--- config.mk ---
export PLATFORM = sky130hd
export DESIGN_NAME = mem_access_stage_flat
export DESIGN_NICKNAME = d
export VERILOG_FILES = /design/src/rtl/mem_access_stage_if.sv /design/src/rtl/mem_access_stage.sv /design/src/flat_wrapper.sv
export SDC_FILE = /design/constraint.sdc
export NUM_CORES = 1
export LEC_CHECK = 0
export CAP_MARGIN = 0
export CORE_ASPECT_RATIO = 1.2
export CORE_MARGIN = 2
export CORE_UTILIZATION = 40
export DETAILED_ROUTE_END_ITERATION = 6
export MAX_ROUTING_LAYER = met4
export PLACE_DENSITY = 0.73
export RECOVER_POWER = 50
export SLEW_MARGIN = 20
export SYNTH_ARGS = -nofsm -noshare
export SYNTH_HDL_FRONTEND = slang
export SYNTH_SLANG_ARGS = --single-unit
--- constraint.sdc ---
create_clock -name clk -period 2.82 [get_ports clk]
set_input_delay 0.282 -clock clk [delete_from_list [all_inputs] [get_ports clk]]
set_output_delay 0.282 -clock clk [all_outputs]
set_load 0.005 [all_outputs]
--- src/rtl/mem_access_stage_if.sv ---
// Data-memory request/acknowledge port of the memory-access stage.
// The stage drives the request side; the memory drives ack and read data.
interface mem_access_stage_if #(
    parameter int unsigned ADDR_W = 64
);
    logic              dmem_req;
    logic              dmem_we;
    logic [ADDR_W-1:0] dmem_addr;
    logic [63:0]       dmem_wdata;
    logic [7:0]        dmem_wstrb;
    logic              dmem_ack;
    logic [63:0]       dmem_rdata;

    modport master (
        output dmem_req, dmem_we, dmem_addr, dmem_wdata, dmem_wstrb,
        input  dmem_ack, dmem_rdata
    );

    modport slave (
        input  dmem_req, dmem_we, dmem_addr, dmem_wdata, dmem_wstrb,
        output dmem_ack, dmem_rdata
    );
endinterface

--- src/rtl/mem_access_stage.sv ---
// Memory stage: issues load/store requests, aligns and extends load data, emits one writeback beat.
// Optional macro MEM_ACCESS_TIMEOUT_EN adds a WAIT-state timeout fault after TIMEOUT_CYCLES.
module mem_access_stage #(
    parameter int unsigned ADDR_W         = 64,
    parameter int unsigned TIMEOUT_CYCLES = 256
) (
    input  logic                clk,
    input  logic                rst_n,
    input  logic                valid_in,
    input  logic [63:0]         alu_result,
    input  logic [63:0]         rs2_data,
    input  logic [2:0]          funct3,
    input  logic                mem_read,
    input  logic                mem_write,
    input  logic [4:0]          rd_in,
    input  logic                reg_write_in,
    output logic                stall_out,
    mem_access_stage_if.master  dmem,
    output logic                valid_out,
    output logic [63:0]         wb_data,
    output logic [4:0]          rd_out,
    output logic                reg_write_out,
    output logic                fault_out,
    output logic [1:0]          fault_code
);

    typedef enum logic {S_IDLE, S_WAIT} state_e;

    localparam logic [1:0] FC_MISALIGN = 2'b01;
    localparam logic [1:0] FC_TIMEOUT  = 2'b10;
    localparam logic [1:0] FC_ILLEGAL  = 2'b11;

    state_e            state_q, state_d;
    logic              req_q, req_d, we_q, we_d;
    logic [ADDR_W-1:0] addr_q, addr_d;
    logic [63:0]       wdata_q, wdata_d;
    logic [7:0]        wstrb_q, wstrb_d;
    logic [2:0]        addr_lo_q, addr_lo_d, f3_q, f3_d;
    logic [4:0]        rd_q, rd_d, rd_out_q, rd_out_d;
    logic              regw_q, regw_d;
    logic              valid_out_q, valid_out_d, reg_write_out_q, reg_write_out_d;
    logic              fault_q, fault_d;
    logic [1:0]        fault_code_q, fault_code_d;
    logic [63:0]       wb_data_q, wb_data_d;

    logic              mem_op_c, is_store_c, illegal_c, misalign_c, legal_c;
    logic [7:0]        strb_c;
    logic [63:0]       load_sh_c, load_val_c;
    logic              timeout_c;

`ifdef MEM_ACCESS_TIMEOUT_EN
    localparam int unsigned CNT_W = $clog2(TIMEOUT_CYCLES) + 1;
    logic [CNT_W-1:0] cnt_q, cnt_d;
    assign timeout_c = (cnt_q == CNT_W'(TIMEOUT_CYCLES - 1));
`else
    logic unused_timeout_cycles;
    assign unused_timeout_cycles = ^TIMEOUT_CYCLES;
    assign timeout_c = 1'b0;
`endif

    // Access decode: a load wins when both mem_read and mem_write are set.
    always_comb begin
        mem_op_c   = mem_read | mem_write;
        is_store_c = mem_write & ~mem_read;
        illegal_c  = mem_read ? (funct3 == 3'b111) : funct3[2];
        case (funct3[1:0])
            2'b01:   misalign_c = alu_result[0];
            2'b10:   misalign_c = |alu_result[1:0];
            2'b11:   misalign_c = |alu_result[2:0];
            default: misalign_c = 1'b0;
        endcase
        legal_c = mem_op_c & ~illegal_c & ~misalign_c;
        case (funct3[1:0])
            2'b00:   strb_c = 8'h01 << alu_result[2:0];
            2'b01:   strb_c = 8'h03 << alu_result[2:0];
            2'b10:   strb_c = 8'h0F << alu_result[2:0];
            default: strb_c = 8'hFF;
        endcase
    end

    // Load lane alignment and sign/zero extension from the captured access.
    always_comb begin
        load_sh_c = dmem.dmem_rdata >> {addr_lo_q, 3'b000};
        case (f3_q)
            3'b000:  load_val_c = {{56{load_sh_c[7]}},  load_sh_c[7:0]};
            3'b001:  load_val_c = {{48{load_sh_c[15]}}, load_sh_c[15:0]};
            3'b010:  load_val_c = {{32{load_sh_c[31]}}, load_sh_c[31:0]};
            3'b011:  load_val_c = load_sh_c;
            3'b100:  load_val_c = {56'b0, load_sh_c[7:0]};
            3'b101:  load_val_c = {48'b0, load_sh_c[15:0]};
            3'b110:  load_val_c = {32'b0, load_sh_c[31:0]};
            default: load_val_c = 64'b0;
        endcase
    end

    assign stall_out = ((state_q == S_IDLE) & valid_in & legal_c) | (state_q == S_WAIT);

    always_comb begin
        state_d         = state_q;
        req_d           = req_q;
        we_d            = we_q;
        addr_d          = addr_q;
        wdata_d         = wdata_q;
        wstrb_d         = wstrb_q;
        addr_lo_d       = addr_lo_q;
        f3_d            = f3_q;
        rd_d            = rd_q;
        regw_d          = regw_q;
        valid_out_d     = 1'b0;
        wb_data_d       = 64'b0;
        rd_out_d        = 5'b0;
        reg_write_out_d = 1'b0;
        fault_d         = 1'b0;
        fault_code_d    = 2'b00;
`ifdef MEM_ACCESS_TIMEOUT_EN
        cnt_d           = cnt_q;
`endif
        case (state_q)
            S_IDLE: begin
                if (valid_in) begin
                    if (!mem_op_c) begin
                        valid_out_d     = 1'b1;
                        wb_data_d       = alu_result;
                        rd_out_d        = rd_in;
                        reg_write_out_d = reg_write_in;
                    end else if (illegal_c || misalign_c) begin
                        valid_out_d  = 1'b1;
                        rd_out_d     = rd_in;
                        fault_d      = 1'b1;
                        fault_code_d = illegal_c ? FC_ILLEGAL : FC_MISALIGN;
                    end else begin
                        state_d   = S_WAIT;
                        req_d     = 1'b1;
                        we_d      = is_store_c;
                        addr_d    = ADDR_W'({alu_result[63:3], 3'b000});
                        wdata_d   = rs2_data << {alu_result[2:0], 3'b000};
                        wstrb_d   = strb_c;
                        addr_lo_d = alu_result[2:0];
                        f3_d      = funct3;
                        rd_d      = rd_in;
                        regw_d    = reg_write_in;
`ifdef MEM_ACCESS_TIMEOUT_EN
                        cnt_d     = '0;
`endif
                    end
                end
            end
            S_WAIT: begin
                // An ack in the timeout cycle completes the access normally.
                if (dmem.dmem_ack) begin
                    state_d     = S_IDLE;
                    req_d       = 1'b0;
                    valid_out_d = 1'b1;
                    rd_out_d    = rd_q;
                    if (!we_q) begin
                        wb_data_d       = load_val_c;
                        reg_write_out_d = regw_q;
                    end
                end else if (timeout_c) begin
                    state_d      = S_IDLE;
                    req_d        = 1'b0;
                    valid_out_d  = 1'b1;
                    rd_out_d     = rd_q;
                    fault_d      = 1'b1;
                    fault_code_d = FC_TIMEOUT;
                end else begin
`ifdef MEM_ACCESS_TIMEOUT_EN
                    cnt_d = cnt_q + CNT_W'(1);
`endif
                end
            end
            default: state_d = S_IDLE;
        endcase
    end

    always_ff @(posedge clk or negedge rst_n) begin
        if (!rst_n) begin
            state_q         <= S_IDLE;
            req_q           <= 1'b0;
            we_q            <= 1'b0;
            addr_q          <= '0;
            wdata_q         <= 64'b0;
            wstrb_q         <= 8'b0;
            addr_lo_q       <= 3'b0;
            f3_q            <= 3'b0;
            rd_q            <= 5'b0;
            regw_q          <= 1'b0;
            valid_out_q     <= 1'b0;
            wb_data_q       <= 64'b0;
            rd_out_q        <= 5'b0;
            reg_write_out_q <= 1'b0;
            fault_q         <= 1'b0;
            fault_code_q    <= 2'b00;
`ifdef MEM_ACCESS_TIMEOUT_EN
            cnt_q           <= '0;
`endif
        end else begin
            state_q         <= state_d;
            req_q           <= req_d;
            we_q            <= we_d;
            addr_q          <= addr_d;
            wdata_q         <= wdata_d;
            wstrb_q         <= wstrb_d;
            addr_lo_q       <= addr_lo_d;
            f3_q            <= f3_d;
            rd_q            <= rd_d;
            regw_q          <= regw_d;
            valid_out_q     <= valid_out_d;
            wb_data_q       <= wb_data_d;
            rd_out_q        <= rd_out_d;
            reg_write_out_q <= reg_write_out_d;
            fault_q         <= fault_d;
            fault_code_q    <= fault_code_d;
`ifdef MEM_ACCESS_TIMEOUT_EN
            cnt_q           <= cnt_d;
`endif
        end
    end

    assign dmem.dmem_req   = req_q;
    assign dmem.dmem_we    = we_q;
    assign dmem.dmem_addr  = addr_q;
    assign dmem.dmem_wdata = wdata_q;
    assign dmem.dmem_wstrb = wstrb_q;
    assign valid_out       = valid_out_q;
    assign wb_data         = wb_data_q;
    assign rd_out          = rd_out_q;
    assign reg_write_out   = reg_write_out_q;
    assign fault_out       = fault_q;
    assign fault_code      = fault_code_q;

endmodule

--- src/flat_wrapper.sv ---
// flat-port wrapper written by rule: the top's interface ports become plain ports
module mem_access_stage_flat 
#(
    parameter int unsigned ADDR_W         = 64,
    parameter int unsigned TIMEOUT_CYCLES = 256
)
  (clk, rst_n, valid_in, alu_result, rs2_data, funct3, mem_read, mem_write, rd_in, reg_write_in, stall_out, valid_out, wb_data, rd_out, reg_write_out, fault_out, fault_code, dmem_dmem_req, dmem_dmem_we, dmem_dmem_addr, dmem_dmem_wdata, dmem_dmem_wstrb, dmem_dmem_ack, dmem_dmem_rdata);
  mem_access_stage_if #(.ADDR_W(ADDR_W)) dmem_i ();
  input  logic clk;
  input  logic rst_n;
  input  logic valid_in;
  input  logic [63:0] alu_result;
  input  logic [63:0] rs2_data;
  input  logic [2:0] funct3;
  input  logic mem_read;
  input  logic mem_write;
  input  logic [4:0] rd_in;
  input  logic reg_write_in;
  output logic stall_out;
  output logic valid_out;
  output logic [63:0] wb_data;
  output logic [4:0] rd_out;
  output logic reg_write_out;
  output logic fault_out;
  output logic [1:0] fault_code;
  output wire logic [$bits(dmem_i.dmem_req)-1:0] dmem_dmem_req;
  output wire logic [$bits(dmem_i.dmem_we)-1:0] dmem_dmem_we;
  output wire logic [$bits(dmem_i.dmem_addr)-1:0] dmem_dmem_addr;
  output wire logic [$bits(dmem_i.dmem_wdata)-1:0] dmem_dmem_wdata;
  output wire logic [$bits(dmem_i.dmem_wstrb)-1:0] dmem_dmem_wstrb;
  input wire logic [$bits(dmem_i.dmem_ack)-1:0] dmem_dmem_ack;
  input wire logic [$bits(dmem_i.dmem_rdata)-1:0] dmem_dmem_rdata;
  assign dmem_dmem_req = dmem_i.dmem_req;
  assign dmem_dmem_we = dmem_i.dmem_we;
  assign dmem_dmem_addr = dmem_i.dmem_addr;
  assign dmem_dmem_wdata = dmem_i.dmem_wdata;
  assign dmem_dmem_wstrb = dmem_i.dmem_wstrb;
  assign dmem_i.dmem_ack = dmem_dmem_ack;
  assign dmem_i.dmem_rdata = dmem_dmem_rdata;
  mem_access_stage #(.ADDR_W(ADDR_W), .TIMEOUT_CYCLES(TIMEOUT_CYCLES)) u_core (.clk(clk), .rst_n(rst_n), .valid_in(valid_in), .alu_result(alu_result), .rs2_data(rs2_data), .funct3(funct3), .mem_read(mem_read), .mem_write(mem_write), .rd_in(rd_in), .reg_write_in(reg_write_in), .stall_out(stall_out), .dmem(dmem_i), .valid_out(valid_out), .wb_data(wb_data), .rd_out(rd_out), .reg_write_out(reg_write_out), .fault_out(fault_out), .fault_code(fault_code));
endmodule
After elaboration in Yosys (flattened, before gate mapping)
Cells that the tools add are included.

Bits in registers: 222. Input bits: 207. Output and inout port bits: 213. Word-level logic and storage cells: 96.

Eq/ne operators: 14. Shifts and indexed selects: 5. Mux-type cells: 42. Bitwise gates (word level): 12. Reductions and logical operators: 7.

Operators by type and width (count): 64-bit case mux with 7 select lines (1); 64-bit 2-to-1 mux (4); 64-bit case mux with 2 select lines (1); 64-bit by 6-bit left shift with 64-bit output (1); 64-bit by 6-bit right shift with 64-bit output (1); 8-bit case mux with 3 select lines (1); 5-bit 2-to-1 mux (4); 1-bit 2-to-1 mux (19); 3-bit equality test, second input constant (4); 1-bit case mux with 2 select lines (5); 5-bit case mux with 2 select lines (1); 2-bit 2-to-1 mux (4); 4-bit AND reduction (2); 1-bit by 3-bit left shift with 8-bit output, first input constant (1); 2-bit by 3-bit left shift with 8-bit output, first input constant (1); 4-bit by 3-bit left shift with 8-bit output, first input constant (1); 3-bit by 2-bit equality test with 1-bit output, second input constant (2); 2-bit inequality test, second input constant (3); 1-bit AND (5); 1-bit NOT (5); 2-bit equality test, second input constant (2); 2-bit case mux with 2 select lines (1); 3-bit by 1-bit equality test with 1-bit output, second input constant (1); 3-bit logical NOT (1); 8 further kinds (9).

Longest topological paths before layout
Depth after elaboration: 7. Gate-level depth with buffers: 10. Depth with buffers taken out: 7.

Worst setup path after synthesis
Ideal clock, no wire load.

Kind: reg-to-reg. From: register u_core.addr_lo_q[1]. To: register u_core.wb_data_q[61] (netlist: u_core.wb_data[61]). Setup time: 0.126 ns. Data arrival time: 1.864 ns. Data required time: 2.694 ns. Slack: 0.830 ns. Stages on the path, launching flop included: 8. Buffers on the path: 2. Clock period less this slack: 1.990 ns. Path through: dfrtp_1 -> buf_6 -> mux2_4 -> o22ai_2 -> nor4b_4 -> o31a_4 -> buf_6 -> a221o_1.

Word-level cells in the longest chain between the ends: 5.

Ends and longest elaborated chain: start: declaration (line mem_access_stage.sv:38) `logic [2:0] addr_lo_q, addr_lo_d, f3_q, f3_d;`; start signal: assignment (line mem_access_stage.sv:204) `addr_lo_q <= addr_lo_d;`; 64-bit by 6-bit right shift with 64-bit output (line mem_access_stage.sv:83) `load_sh_c = dmem.dmem_rdata >> {addr_lo_q, 3'b000};`; 64-bit case mux with 7 select lines (line mem_access_stage.sv:84) `case (f3_q)`; 64-bit 2-to-1 mux (line mem_access_stage.sv:155) `if (!we_q) begin`; 64-bit 2-to-1 mux (line mem_access_stage.sv:150) `if (dmem.dmem_ack) begin`; 64-bit case mux with 2 select lines (line mem_access_stage.sv:118) `case (state_q)`; named net u_core.wb_data_d[61] (line mem_access_stage.sv:44) `logic [63:0] wb_data_q, wb_data_d;`; end signal: assignment (line mem_access_stage.sv:209) `wb_data_q <= wb_data_d;`; end: declaration (line mem_access_stage.sv:44).

The timed path passes the listed nets, and every way through them passes these cells. A chain may end at the register's enable or synchronous reset.

Worst setup path in the final report
From: input funct3[0]. To: output stall_out.

Word-level cells in the longest chain between the ends: 7. Elaborated cells on any way between the ends: 12. Those cells by class: eq/ne: 4; mux: 2; bitwise: 6.

Ends and longest elaborated chain: start: declaration (line flat_wrapper.sv:14) `input logic [2:0] funct3;`; 3-bit equality test (line mem_access_stage.sv:65) `illegal_c = mem_read ? (funct3 == 3'b111) : funct3[2];`; 1-bit 2-to-1 mux (line mem_access_stage.sv:65); 1-bit NOT (line mem_access_stage.sv:72) `legal_c = mem_op_c & ~illegal_c & ~misalign_c;`; 1-bit AND (line mem_access_stage.sv:72); 1-bit AND * (line mem_access_stage.sv:72); 1-bit AND * (line mem_access_stage.sv:96) `assign stall_out = ((state_q == S_IDLE) & valid_in & legal_c) | (state_q == S_WAIT);`; 1-bit OR * (line mem_access_stage.sv:96); end: declaration (line flat_wrapper.sv:19) `output logic stall_out;`.

Mark *: on every way between the ends. The rest lies on a longest branch, timed or not.

==> results.md <==
- Maxcap violations: 1
- Dpl cells: 2028
- Clock Sinks: 221
- Port bufs: 416
- WL/cell: 23.2 um
- Syn-to-layout area delta: 46.3%
- CTS buffer count: 25
- # fillers: 2567
- Worst reg2reg startpoint: u_core.addr_lo_q[0]$_DFFE_PN0P_
- Initial antenna violation count: 1
- Internal power: 8.16 mW
- Number of enable flip-flop cells after synthesis: 0
- Ys async rst share: 1.00
- Core area: 29400 um^2
- CTS tree: done
- Worst slew pin tran: 1.60 ns
- GRT Total Usage: 0.312
- # IOs: 420
- Post-synthesis area per instance: 9.27 um^2
- Non-filler instance count after layout: 2074
- Post-placement cell area: 16500 um^2
- Share of power burned in registers: 0.353
- Largest net degree at the start of global routing: 128
- Peak VDD IR: 372 uV
- Sw frac: 0.324
- Crit-path max FO: 4
- DRC violation total after the first TritonRoute iteration: 1138
- CP top delay family: buffers and inverters
- Startpoint type of the worst setup path: input pin
- H-tree depth: 1
- Layout Nets: 1878
- Worst path max stage delay: 0.54 ns
- Synth top area share: 0.467
- Worst-Skew Late Latency: 0.53 ns
- WP data required: 2.54 ns
- Setup Crit Path Kind: input pin to output pin
- Final Hold Viols: 0
- Syn Inst Count: 1277
- Worst hold-check path type: input pin to flip-flop
- Crit path from: funct3[0]
- Number of global-route vias before repair: 11488
- Crit path top cell by count: clkdlybuf4s50_1
- Die H: 192 um
- Hold wc startpoint: alu_result[0]
- First-pass GRT wire length: 70900 um
- P_leak: 7.92 nW
- Switching power total: 3.91 mW
- Row count: 69
- CTS clk-pin slew, worst paths: 0.06 ns
- Die footprint: 31000 um^2
- Drt first pass iters: 7
- Skew final: 0.0153 ns
- Pwr Density: 697 nW/um^2
- Slew Viols, Final: 59
- Comb power frac: 0.358
- Final instance area: 17300 um^2
- CP bufs+invs: 3
- Final setup vio count: 0
- Failing checks: DRC, capacitance limit, slew limit
- Crit. End Element: output pin
- DRC viols: 1
- Crit-path cells: clkdlybuf4s50_1, inv_1, ha_1, a21oi_2, o21ai_2, a211o_4, nand2_1, clkdlybuf4s50_1
- Layout cells sized above 1: 0.109
- Worst EP arrival: 2.45 ns
- Highest clock rate: 0.366 GHz
- Syn. warnings: 0
- CTS Root Cell: clkbuf_16
- Unrepaired setup endpoints after global routing: false
- Detailed-placement wirelength estimate: 36600 um
- Reg-to-reg slack, setup: 0.29 ns
- Setup Buffers After CTS: 0
- Sequential share of the synthesized area: 0.467
- Grt ovf: 0
- Starting density of the core: 0.403
- Post-synth top area cell: dfrtp_1
- Total Neg Setup Slack: 0 ns
- Most used flip-flop cell after synthesis: dfrtp_1
- Via count: 11493
- Top area cells in the synthesized netlist: dfrtp_1 47%, nand2_1 12%, mux2_2 4.9%
- Die X-Extent: 161 um
- Clock Path Buffers: 3
- Vias/cell: 5.54
- Clk pwr share: 0.290
- Drt total wl: 48100 um
- Post-route ant nets: 0
- Final period util: 0.968
- Post-layout min period: 2.73 ns
- Slowest CP cell: clkdlybuf4s50_1
- Max_slew headroom: -0.0642
- Synth Cell Area: 11800 um^2
- Run status: finished, violations left
- Fin Hold WS: 0.242 ns
- Distinct cells, synth: 59
- Routability cong.: 1.04
- Flops & latches, synth: 221
-- state kept, by name, summed over array words and instances, names as in the netlist, 3 cells and up --
signal,count
u_core.addr_lo_q,3
u_core.dmem.dmem_addr,61
u_core.wb_data,64
u_core.dmem.dmem_wstrb,8
u_core.dmem.dmem_wdata,64
u_core.f3_q,3
u_core.rd_q,5
u_core.rd_out,5
-- stage by stage --
step	power (mW)	util	setup slack, ns
after floorplan	6.23	-	0.830
after global placement	8.65	0.561	0.0429
after detailed placement	8.69	0.561	0.00520
after CTS	12.2	0.591	0.00300
after global routing	12.7	0.590	0.0253
final	12.1	0.590	0.0898
-- cells by family after synthesis --
family,after synthesis,share of synthesized area
compound gates,266,0.154
fa+ha+maj,5,0.00528
buf+inv,116,0.0468
flops,221,0.467
mux,134,0.143
other cells,1,0.000317
simple gates,534,0.183
-- final cells by class --
cell class	count	area [um^2]	share of cell area
clock buffers	34	709	0.0409
flip-flops and latches	221	5530	0.319
well taps	390	488	0.0282
multi-input cells	942	5800	0.335
repair buffers	465	4590	0.265
diodes	1	2.50	0.000144
clock inverters	10	166	0.00960
inverters	11	41.3	0.00238
-- final timing paths --
kind	to	depth (start not counted)
min in group asynchronous	u_core.dmem.dmem_addr[52]$_DFFE_PN0P_	2
min reg2reg	u_core.dmem.dmem_wdata[26]$_DFFE_PN0P_	2
max reg2reg	u_core.wb_data[32]$_DFF_PN0_	5
max	stall_out	8
min	u_core.dmem.dmem_wstrb[6]$_DFFE_PN0P_	3
max in group asynchronous	u_core.dmem.dmem_wdata[24]$_DFFE_PN0P_	3
-- placed cells by master, fill, tap and decap left out, types with 9 or more instances in the layout --
master and n:
o21ai_1 36, dfrtp_1 220, nand2_1 369, nor3_1 17, clkbuf_16 25, o22ai_1 15
inv_1 9, mux4_2 22, dlygate4sd3_1 101, o21a_1 11, o211ai_1 17, clkdlybuf4s50_1 313
mux2i_1 57, buf_4 40, a21oi_1 46, o21ai_0 40, nand3_1 19, a221o_1 26
nor2b_1 11, o31ai_1 14, nor2_1 93, mux2_2 52
-- power groups by stage --
stage                     combinational, mW  sequential [mW]  clock (mW)
after floorplan                        1.98             4.25           0
after global placement                 4.34             4.31           0
after detailed placement               4.38             4.31           0
after CTS                              4.40             4.27        3.57
after global routing                   4.64             4.34        3.70
final                                  4.32             4.26        3.50
-- tightest hold or removal path: stages --
cell and delay, ns:
buf_4 0.23, a2111oi_1 0.12, nor2_1 0.08
-- cells in the mapped netlist, drive strengths merged (4+ instances only) --
cell type and n:
nand2 369, dfrtp 221, nor2 95, o21ai 78
buf 63, mux2i 57, mux2 55, a21oi 47
clkbuf 42, a221o 26, mux4 22, nand3 19
nor3 19, o211ai 17, o22ai 17, o31ai 14
inv 11, nor2b 11, o21a 11, a211o 9
a221oi 8, and3 8, o31a 8, a22o 7
o22a 7, ha 5, o221ai 4
-- what timing repair did --
item                                    CTS  global route
gates resized for setup                   0             3
hold buffers                              1             0
endpoints found under the setup margin    0             1
endpoints found under the hold margin    57             0
-- layer usage --
layer,vias up,part of all wire,GRT usage
met5,-,0,-
met4,0,0.045,0.127
met3,93,0.084,0.0602
met2,639,0.51,0.548
met1,5538,0.36,0.352
li1,5223,-,-
Note: power is estimated with default switching activity, not from simulation.
